[src/rtl/mod_pkg.sv]
// rtl/mod_pkg.sv - op codes and lane slicing helper shared by the modular add/sub pipe
package mod_pkg;

   typedef enum logic [1:0] {
      MOD_ADD     = 2'd0,
      MOD_SUB     = 2'd1,
      MOD_ACC_ADD = 2'd2,
      MOD_ACC_SUB = 2'd3
   } mod_op_e;

   // Lane k occupies bits [k*width +: width] of a packed lane vector.
   function automatic int lane_lsb(input int lane, input int width);
      return lane * width;
   endfunction

endpackage

[src/rtl/mod_addsub_acc_pipe_if.sv]
// rtl/mod_addsub_acc_pipe_if.sv - operand/result handshake bundle for mod_addsub_acc_pipe
// oErr is present only when MOD_RANGE_CHECK_EN is defined.
interface mod_addsub_acc_pipe_if #(
   parameter int BITWIDTH = 32,
   parameter int LANES    = 4
);
   logic                      iValid;
   logic                      oReady;
   logic [1:0]                iMode;
   logic                      iClr;
   logic [LANES*BITWIDTH-1:0] iData0;
   logic [LANES*BITWIDTH-1:0] iData1;
   logic [BITWIDTH-1:0]       iQ;
   logic                      oValid;
   logic                      iReady;
   logic [LANES*BITWIDTH-1:0] oData;
`ifdef MOD_RANGE_CHECK_EN
   logic [LANES-1:0]          oErr;
`endif

   modport master (
      output iValid, iMode, iClr, iData0, iData1, iQ, iReady,
      input  oReady, oValid, oData
`ifdef MOD_RANGE_CHECK_EN
      , oErr
`endif
   );

   modport slave (
      input  iValid, iMode, iClr, iData0, iData1, iQ, iReady,
      output oReady, oValid, oData
`ifdef MOD_RANGE_CHECK_EN
      , oErr
`endif
   );

endinterface

[src/rtl/mod_addsub_lane.sv]
// rtl/mod_addsub_lane.sv - combinational single-lane modular add/sub with one correction step
// Range flag output exists only when MOD_RANGE_CHECK_EN is defined.
module mod_addsub_lane
   import mod_pkg::*;
#(
   parameter int BITWIDTH = 32
) (
   input  logic [BITWIDTH-1:0] a,
   input  logic [BITWIDTH-1:0] b,
   input  logic [BITWIDTH-1:0] acc,
   input  logic [BITWIDTH-1:0] q,
   input  logic [1:0]          mode,
   output logic [BITWIDTH-1:0] r
`ifdef MOD_RANGE_CHECK_EN
   , output logic              err
`endif
);

   logic              is_acc;
   logic              is_sub;
   logic [BITWIDTH:0] x;
   logic [BITWIDTH:0] y;
   logic [BITWIDTH:0] q_ext;
   logic [BITWIDTH:0] sum;
   logic [BITWIDTH:0] dif;
   logic [BITWIDTH:0] sum_corr;
   logic [BITWIDTH:0] dif_corr;

   always_comb begin
      is_acc   = (mode == MOD_ACC_ADD) || (mode == MOD_ACC_SUB);
      is_sub   = (mode == MOD_SUB) || (mode == MOD_ACC_SUB);
      // Accumulate modes feed acc as the left operand and a as the right one.
      x        = is_acc ? {1'b0, acc} : {1'b0, a};
      y        = is_acc ? {1'b0, a}   : {1'b0, b};
      q_ext    = {1'b0, q};
      sum      = x + y;
      dif      = x - y;
      sum_corr = sum - q_ext;
      dif_corr = dif + q_ext;
      if (is_sub) begin
         r = dif[BITWIDTH] ? dif_corr[BITWIDTH-1:0] : dif[BITWIDTH-1:0];
      end else begin
         r = (sum >= q_ext) ? sum_corr[BITWIDTH-1:0] : sum[BITWIDTH-1:0];
      end
   end

`ifdef MOD_RANGE_CHECK_EN
   always_comb begin
      err = (a >= q) || (!is_acc && (b >= q));
   end
`endif

endmodule

[src/rtl/mod_addsub_acc_pipe.sv]
// rtl/mod_addsub_acc_pipe.sv - multi-lane modular add/sub/accumulate, two-stage valid/ready pipe
// Per-lane oErr range flags are built only when MOD_RANGE_CHECK_EN is defined.
module mod_addsub_acc_pipe
   import mod_pkg::*;
#(
   parameter int BITWIDTH = 32,
   parameter int LANES    = 4
) (
   input logic                  iClk,
   input logic                  iRst,
   mod_addsub_acc_pipe_if.slave bus
);

   typedef logic [LANES-1:0][BITWIDTH-1:0] lane_vec_t;

   logic      adv;
   logic      accept;
   logic      acc_op;
   lane_vec_t acc_eff;
   lane_vec_t res;

   logic      s1_valid_d, s1_valid_q;
   logic      out_valid_d, out_valid_q;
   lane_vec_t s1_data_d, s1_data_q;
   lane_vec_t out_data_d, out_data_q;
   lane_vec_t acc_d, acc_q;
`ifdef MOD_RANGE_CHECK_EN
   logic [LANES-1:0] err;
   logic [LANES-1:0] s1_err_d, s1_err_q;
   logic [LANES-1:0] out_err_d, out_err_q;
`endif

   always_comb begin
      adv     = !out_valid_q || bus.iReady;
      accept  = bus.iValid && adv;
      acc_op  = (bus.iMode == MOD_ACC_ADD) || (bus.iMode == MOD_ACC_SUB);
      // A clear in the same cycle as an accumulate makes the op start from zero.
      acc_eff = bus.iClr ? '0 : acc_q;
   end

   for (genvar k = 0; k < LANES; k++) begin : g_lane
      localparam int LSB = lane_lsb(k, BITWIDTH);
      mod_addsub_lane #(
         .BITWIDTH(BITWIDTH)
      ) u_lane (
         .a    (bus.iData0[LSB +: BITWIDTH]),
         .b    (bus.iData1[LSB +: BITWIDTH]),
         .acc  (acc_eff[k]),
         .q    (bus.iQ),
         .mode (bus.iMode),
         .r    (res[k])
`ifdef MOD_RANGE_CHECK_EN
         , .err(err[k])
`endif
      );
   end

   always_comb begin
      s1_valid_d  = s1_valid_q;
      s1_data_d   = s1_data_q;
      out_valid_d = out_valid_q;
      out_data_d  = out_data_q;
      acc_d       = acc_q;
      if (adv) begin
         s1_valid_d  = accept;
         s1_data_d   = res;
         out_valid_d = s1_valid_q;
         out_data_d  = s1_data_q;
      end
      if (bus.iClr) begin
         acc_d = '0;
      end
      if (accept && acc_op) begin
         acc_d = res;
      end
   end

`ifdef MOD_RANGE_CHECK_EN
   always_comb begin
      s1_err_d  = s1_err_q;
      out_err_d = out_err_q;
      if (adv) begin
         s1_err_d  = err;
         out_err_d = s1_err_q;
      end
   end

   always_ff @(posedge iClk or posedge iRst) begin
      if (iRst) begin
         s1_err_q  <= '0;
         out_err_q <= '0;
      end else begin
         s1_err_q  <= s1_err_d;
         out_err_q <= out_err_d;
      end
   end

   assign bus.oErr = out_err_q;
`endif

   always_ff @(posedge iClk or posedge iRst) begin
      if (iRst) begin
         s1_valid_q  <= 1'b0;
         out_valid_q <= 1'b0;
         s1_data_q   <= '0;
         out_data_q  <= '0;
         acc_q       <= '0;
      end else begin
         s1_valid_q  <= s1_valid_d;
         out_valid_q <= out_valid_d;
         s1_data_q   <= s1_data_d;
         out_data_q  <= out_data_d;
         acc_q       <= acc_d;
      end
   end

   assign bus.oReady = adv;
   assign bus.oValid = out_valid_q;
   assign bus.oData  = out_data_q;

endmodule

[src/flat_wrapper.sv]
// flat-port wrapper written by rule: the top's interface ports become plain ports
module mod_addsub_acc_pipe_flat import mod_pkg::*;
#(
   parameter int BITWIDTH = 32,
   parameter int LANES    = 4
)
  (iClk, iRst, bus_iValid, bus_iMode, bus_iClr, bus_iData0, bus_iData1, bus_iQ, bus_iReady, bus_oReady, bus_oValid, bus_oData);
  mod_addsub_acc_pipe_if #(.BITWIDTH(BITWIDTH), .LANES(LANES)) bus_i ();
  input logic iClk;
  input logic iRst;
  input wire logic [$bits(bus_i.iValid)-1:0] bus_iValid;
  input wire logic [$bits(bus_i.iMode)-1:0] bus_iMode;
  input wire logic [$bits(bus_i.iClr)-1:0] bus_iClr;
  input wire logic [$bits(bus_i.iData0)-1:0] bus_iData0;
  input wire logic [$bits(bus_i.iData1)-1:0] bus_iData1;
  input wire logic [$bits(bus_i.iQ)-1:0] bus_iQ;
  input wire logic [$bits(bus_i.iReady)-1:0] bus_iReady;
  output wire logic [$bits(bus_i.oReady)-1:0] bus_oReady;
  output wire logic [$bits(bus_i.oValid)-1:0] bus_oValid;
  output wire logic [$bits(bus_i.oData)-1:0] bus_oData;
  assign bus_i.iValid = bus_iValid;
  assign bus_i.iMode = bus_iMode;
  assign bus_i.iClr = bus_iClr;
  assign bus_i.iData0 = bus_iData0;
  assign bus_i.iData1 = bus_iData1;
  assign bus_i.iQ = bus_iQ;
  assign bus_i.iReady = bus_iReady;
  assign bus_oReady = bus_i.oReady;
  assign bus_oValid = bus_i.oValid;
  assign bus_oData = bus_i.oData;
  mod_addsub_acc_pipe #(.BITWIDTH(BITWIDTH), .LANES(LANES)) u_core (.iClk(iClk), .iRst(iRst), .bus(bus_i));
endmodule
[config.mk]
export PLATFORM = sky130hd
export DESIGN_NAME = mod_addsub_acc_pipe_flat
export DESIGN_NICKNAME = d
export VERILOG_FILES = /design/src/rtl/mod_pkg.sv /design/src/rtl/mod_addsub_acc_pipe_if.sv /design/src/rtl/mod_addsub_lane.sv /design/src/rtl/mod_addsub_acc_pipe.sv /design/src/flat_wrapper.sv
export SDC_FILE = /design/constraint.sdc
export NUM_CORES = 2
export LEC_CHECK = 0
export BUFFER_PORTS_ARGS = -buffer_cell sky130_fd_sc_hd__buf_2
export CAP_MARGIN = 20
export CELL_PAD_IN_SITES_DETAIL_PLACEMENT = 2
export CELL_PAD_IN_SITES_GLOBAL_PLACEMENT = 2
export CORE_ASPECT_RATIO = 0.9
export CORE_UTILIZATION = 37
export CTS_CLUSTER_DIAMETER = 150
export DETAILED_ROUTE_END_ITERATION = 16
export PLACE_DENSITY_LB_ADDON = 0.12
export SYNTH_ARGS = -nofsm -noshare
export SYNTH_HDL_FRONTEND = slang
export SYNTH_SLANG_ARGS = --single-unit
[constraint.sdc]
create_clock -name iClk -period 17 [get_ports iClk]
set_input_delay 1.7 -clock iClk [delete_from_list [all_inputs] [get_ports iClk]]
set_output_delay 1.7 -clock iClk [all_outputs]
set_load 0.05 [all_outputs]
==> results.ini <==
[clock_network]
ctsResizeCount=0
clkSinkCount=386
clk_latency_ns=0.68
tritoncts=done
root_buffer=clkbuf_16
cts_buffer_depth=3
numCtsBuffers=51
postCtsSetupRepairBufs=0
path_clk_slew_ns=0.06
htree_levels=2
cts_hold_buf=0

[setup_path]
crit_type=in2reg
rr_worst_depth=22
crit_fanout=110
max_stage_delay_ns=0.85
crit_slowest_cell=nor2_2
worstSetupEndpointType=register
cp.buffers_inverters=3
required_ns=17.53
critPathTopFamily=compound AO/OA/AOI/OAI gates
cp-start-kind=primary input
worst-path-stages=23
cp_cell_sequence=buf_8, buf_4, buf_4, mux2_2, ha_1, o211ai_1, o211ai_2, nand4_2, a2111o_1, a211oi_1, nor2b_1, o311ai_1, ha_1, a21o_1, a21o_1, a21oi_1, o21ai_0, a2111oi_2, o31ai_4, nor2_2, nor2_1, a221oi_1, o31ai_1
arrival_ns=10.66

[die]
die_w_um=389
initial_utilization=0.374
std_cell_rows=127
core_sq_mm=0.133
io_pins=425
die_h_um=350
fp.dieArea_sq_mm=0.136

[timing]
period_needed_ns=10.13
setup_viol_count_final=0
hold_viol=0
rsz0062_at_grt=no
worst_slack_ns=6.87
holdWs_ns=0.457
max_clock_freq_mhz=98.7
worstMarginPinSlew_ns=1.28
period_share=0.596
slew_viol_final=0
fin_skew_ns=0.0423
slew_headroom=0.141
tns_ns=0

[global_routing]
grt_usage=0.348
grt_max_degree=184
grt.overflow.total=0
antenna_found_initial=11
grt_first_pass_wirelength_mm=361
first_global_vias=53800

[yosys]
synth_top_area_frac=0.193
synth_cell_types=108
ys_top_cells_by_area=dfrtp_1 (19%), ha_1 (13%), mux2_2 (6.2%)
synth_edf_count=0
netlist_instances=6467
syn_avg_cell_area_sq_um=7.72
ys_warn_count=0
synth-seq-cells=386
yosys.area.top_type=dfrtp_1
netlist_area_sq_mm=0.0499
async_flop_share=1.00
synthFlopType=dfrtp_1
seq_area_frac_synth=0.193
syn_nets=7286

[worst_hold_path]
holdCritPathClass=reg2reg
whs_path_depth=2

[pwr]
power_density_mw_per_mm2=158
total_power_mw=8.72
ir_drop_mv=0.0947
power_leakage_nw=25.8

[placed_design]
gp_congestion=0.965
dp_slack_ns=6.50
dpl.hpwl_mm=190
io_buffers=424

[route]
ant_nets=0
drtIter0Drc=4371
via_count=52600
drc_errors=0
avgRoutedWirePerCell_um=29.0
viasPerCell=6.23
dr.pass1.iters=5
wirelength_mm=245

[final_layout]
syn_to_final_growth_pct=10.3
drive_gt1_frac=0.151
mostFrequentLayoutCells=nand2_1 (765), a21oi_1 (529), ha_1 (508), buf_2 (422), nor2_1 (416)
final_common_cell=nand2_1
utilization=0.413
n_fill_cell=15500
nNetsFinal=7479

[job]
max_cap_violations=0

[outcome]
outcome=complete, no violations

-- report_power, final --
group | internal [mW] | leakage, nW | total, mW | switching [mW]
combinational | 2.02 | 20.2 | 5.97 | 3.95
sequential | 1.29 | 4.75 | 1.57 | 0.283
clock | 0.677 | 0.825 | 1.18 | 0.502
-- through the flow --
| step | area [sq um] | instances |
|---|---|---|
| after floorplan | 49900 | 6467 |
| after global placement | 53300 | 8346 |
| after detailed placement | 53300 | 8348 |
| after CTS | 55100 | 8439 |
| after global routing | 55100 | 8439 |
| final | 55100 | 8447 |
-- state kept, by name, indices dropped and copies added, names as in the netlist --
signal	count
u_core.bus.oData	128
u_core.s1_valid_q	1
u_core.acc_q	128
u_core.s1_data_q	128
u_core.bus.oValid	1
-- routing by layer --
layer  up-vias  GRT usage  wire [um]
met5         -          0         14
met4         2     0.0999       7260
met3       272     0.0502      15600
met2      1609      0.521     103000
met1     27000      0.513     119000
li1      23800          -          -
-- final timing paths --
kind                                      start                   end  slack (ns)
hold / removal             u_core.bus.oData[89]  u_core.bus.oData[89]        0.46
hold reg to reg            u_core.bus.oData[89]  u_core.bus.oData[89]        0.46
setup / recovery                   bus_iMode[1]     u_core.acc_q[122]        6.87
setup reg to reg               u_core.acc_q[96]     u_core.acc_q[122]        9.29
min in group asynchronous                  iRst  u_core.bus.oData[10]        1.05
max in group asynchronous                  iRst  u_core.s1_data_q[84]       12.98
-- cell type report --
class	instances	area, sq um	share of cell area
inverter	376	1430	0.0260
clock inverter	26	353	0.00641
multi-input combinational	5371	37500	0.681
sequential	386	9660	0.175
tap	1741	2180	0.0396
antenna	8	20.0	0.000363
clock buffer	65	1370	0.0249
timing repair buffer	474	2560	0.0465
-- synthesized netlist by cell type (37+ instances only) --
| cell type | n |
|---|---|
| nand2_1 | 765 |
| a21oi_1 | 530 |
| ha_1 | 508 |
| nor2_1 | 417 |
| dfrtp_1 | 386 |
| inv_1 | 366 |
| xnor2_1 | 303 |
| o21ai_0 | 301 |
| mux2_2 | 276 |
| clkbuf_1 | 262 |
| nand3_1 | 191 |
| a21o_1 | 190 |
| nor2b_1 | 184 |
| nor3_1 | 116 |
| a211oi_1 | 104 |
| a31o_2 | 102 |
| o31ai_1 | 97 |
| xor2_1 | 95 |
| mux2i_1 | 86 |
| o21bai_1 | 84 |
| a31oi_1 | 76 |
| o21ai_1 | 70 |
| and3_1 | 65 |
| nand2b_1 | 64 |
| o211ai_1 | 64 |
| o21a_1 | 56 |
| nand4_1 | 52 |
| buf_2 | 41 |
| and2_1 | 39 |
| or3_1 | 39 |
| a211o_1 | 37 |
-- cells by family after synthesis --
logic type | after synthesis | synth area share
AND/OR/NAND/NOR | 2063 | 0.195
AO/OA/AOI/OAI | 2020 | 0.271
buffers and inverters | 710 | 0.0563
adder cells (fa/ha/maj) | 524 | 0.134
XOR/XNOR | 399 | 0.0703
flip-flops | 386 | 0.193
multiplexers | 365 | 0.0802
-- worst reg2reg max path: stages, from the launching register on --
cell	delay (ns)
dfrtp_1	0.32
nor2b_1	0.58
mux2_2	0.32
ha_1	0.23
fa_1	0.27
a211oi_1	0.13
o211ai_2	0.26
nand4_2	0.20
a2111o_1	0.47
a211oi_1	0.66
nor2b_1	0.24
o311ai_1	0.49
ha_1	0.40
a21o_1	0.21
a21o_1	0.17
a21oi_1	0.17
o21ai_0	0.15
a2111oi_2	0.51
o31ai_4	0.19
nor2_2	0.85
nor2_1	0.13
a221oi_1	0.49
o31ai_1	0.15
No activity file was read; power rests on OpenSTA's default activity.
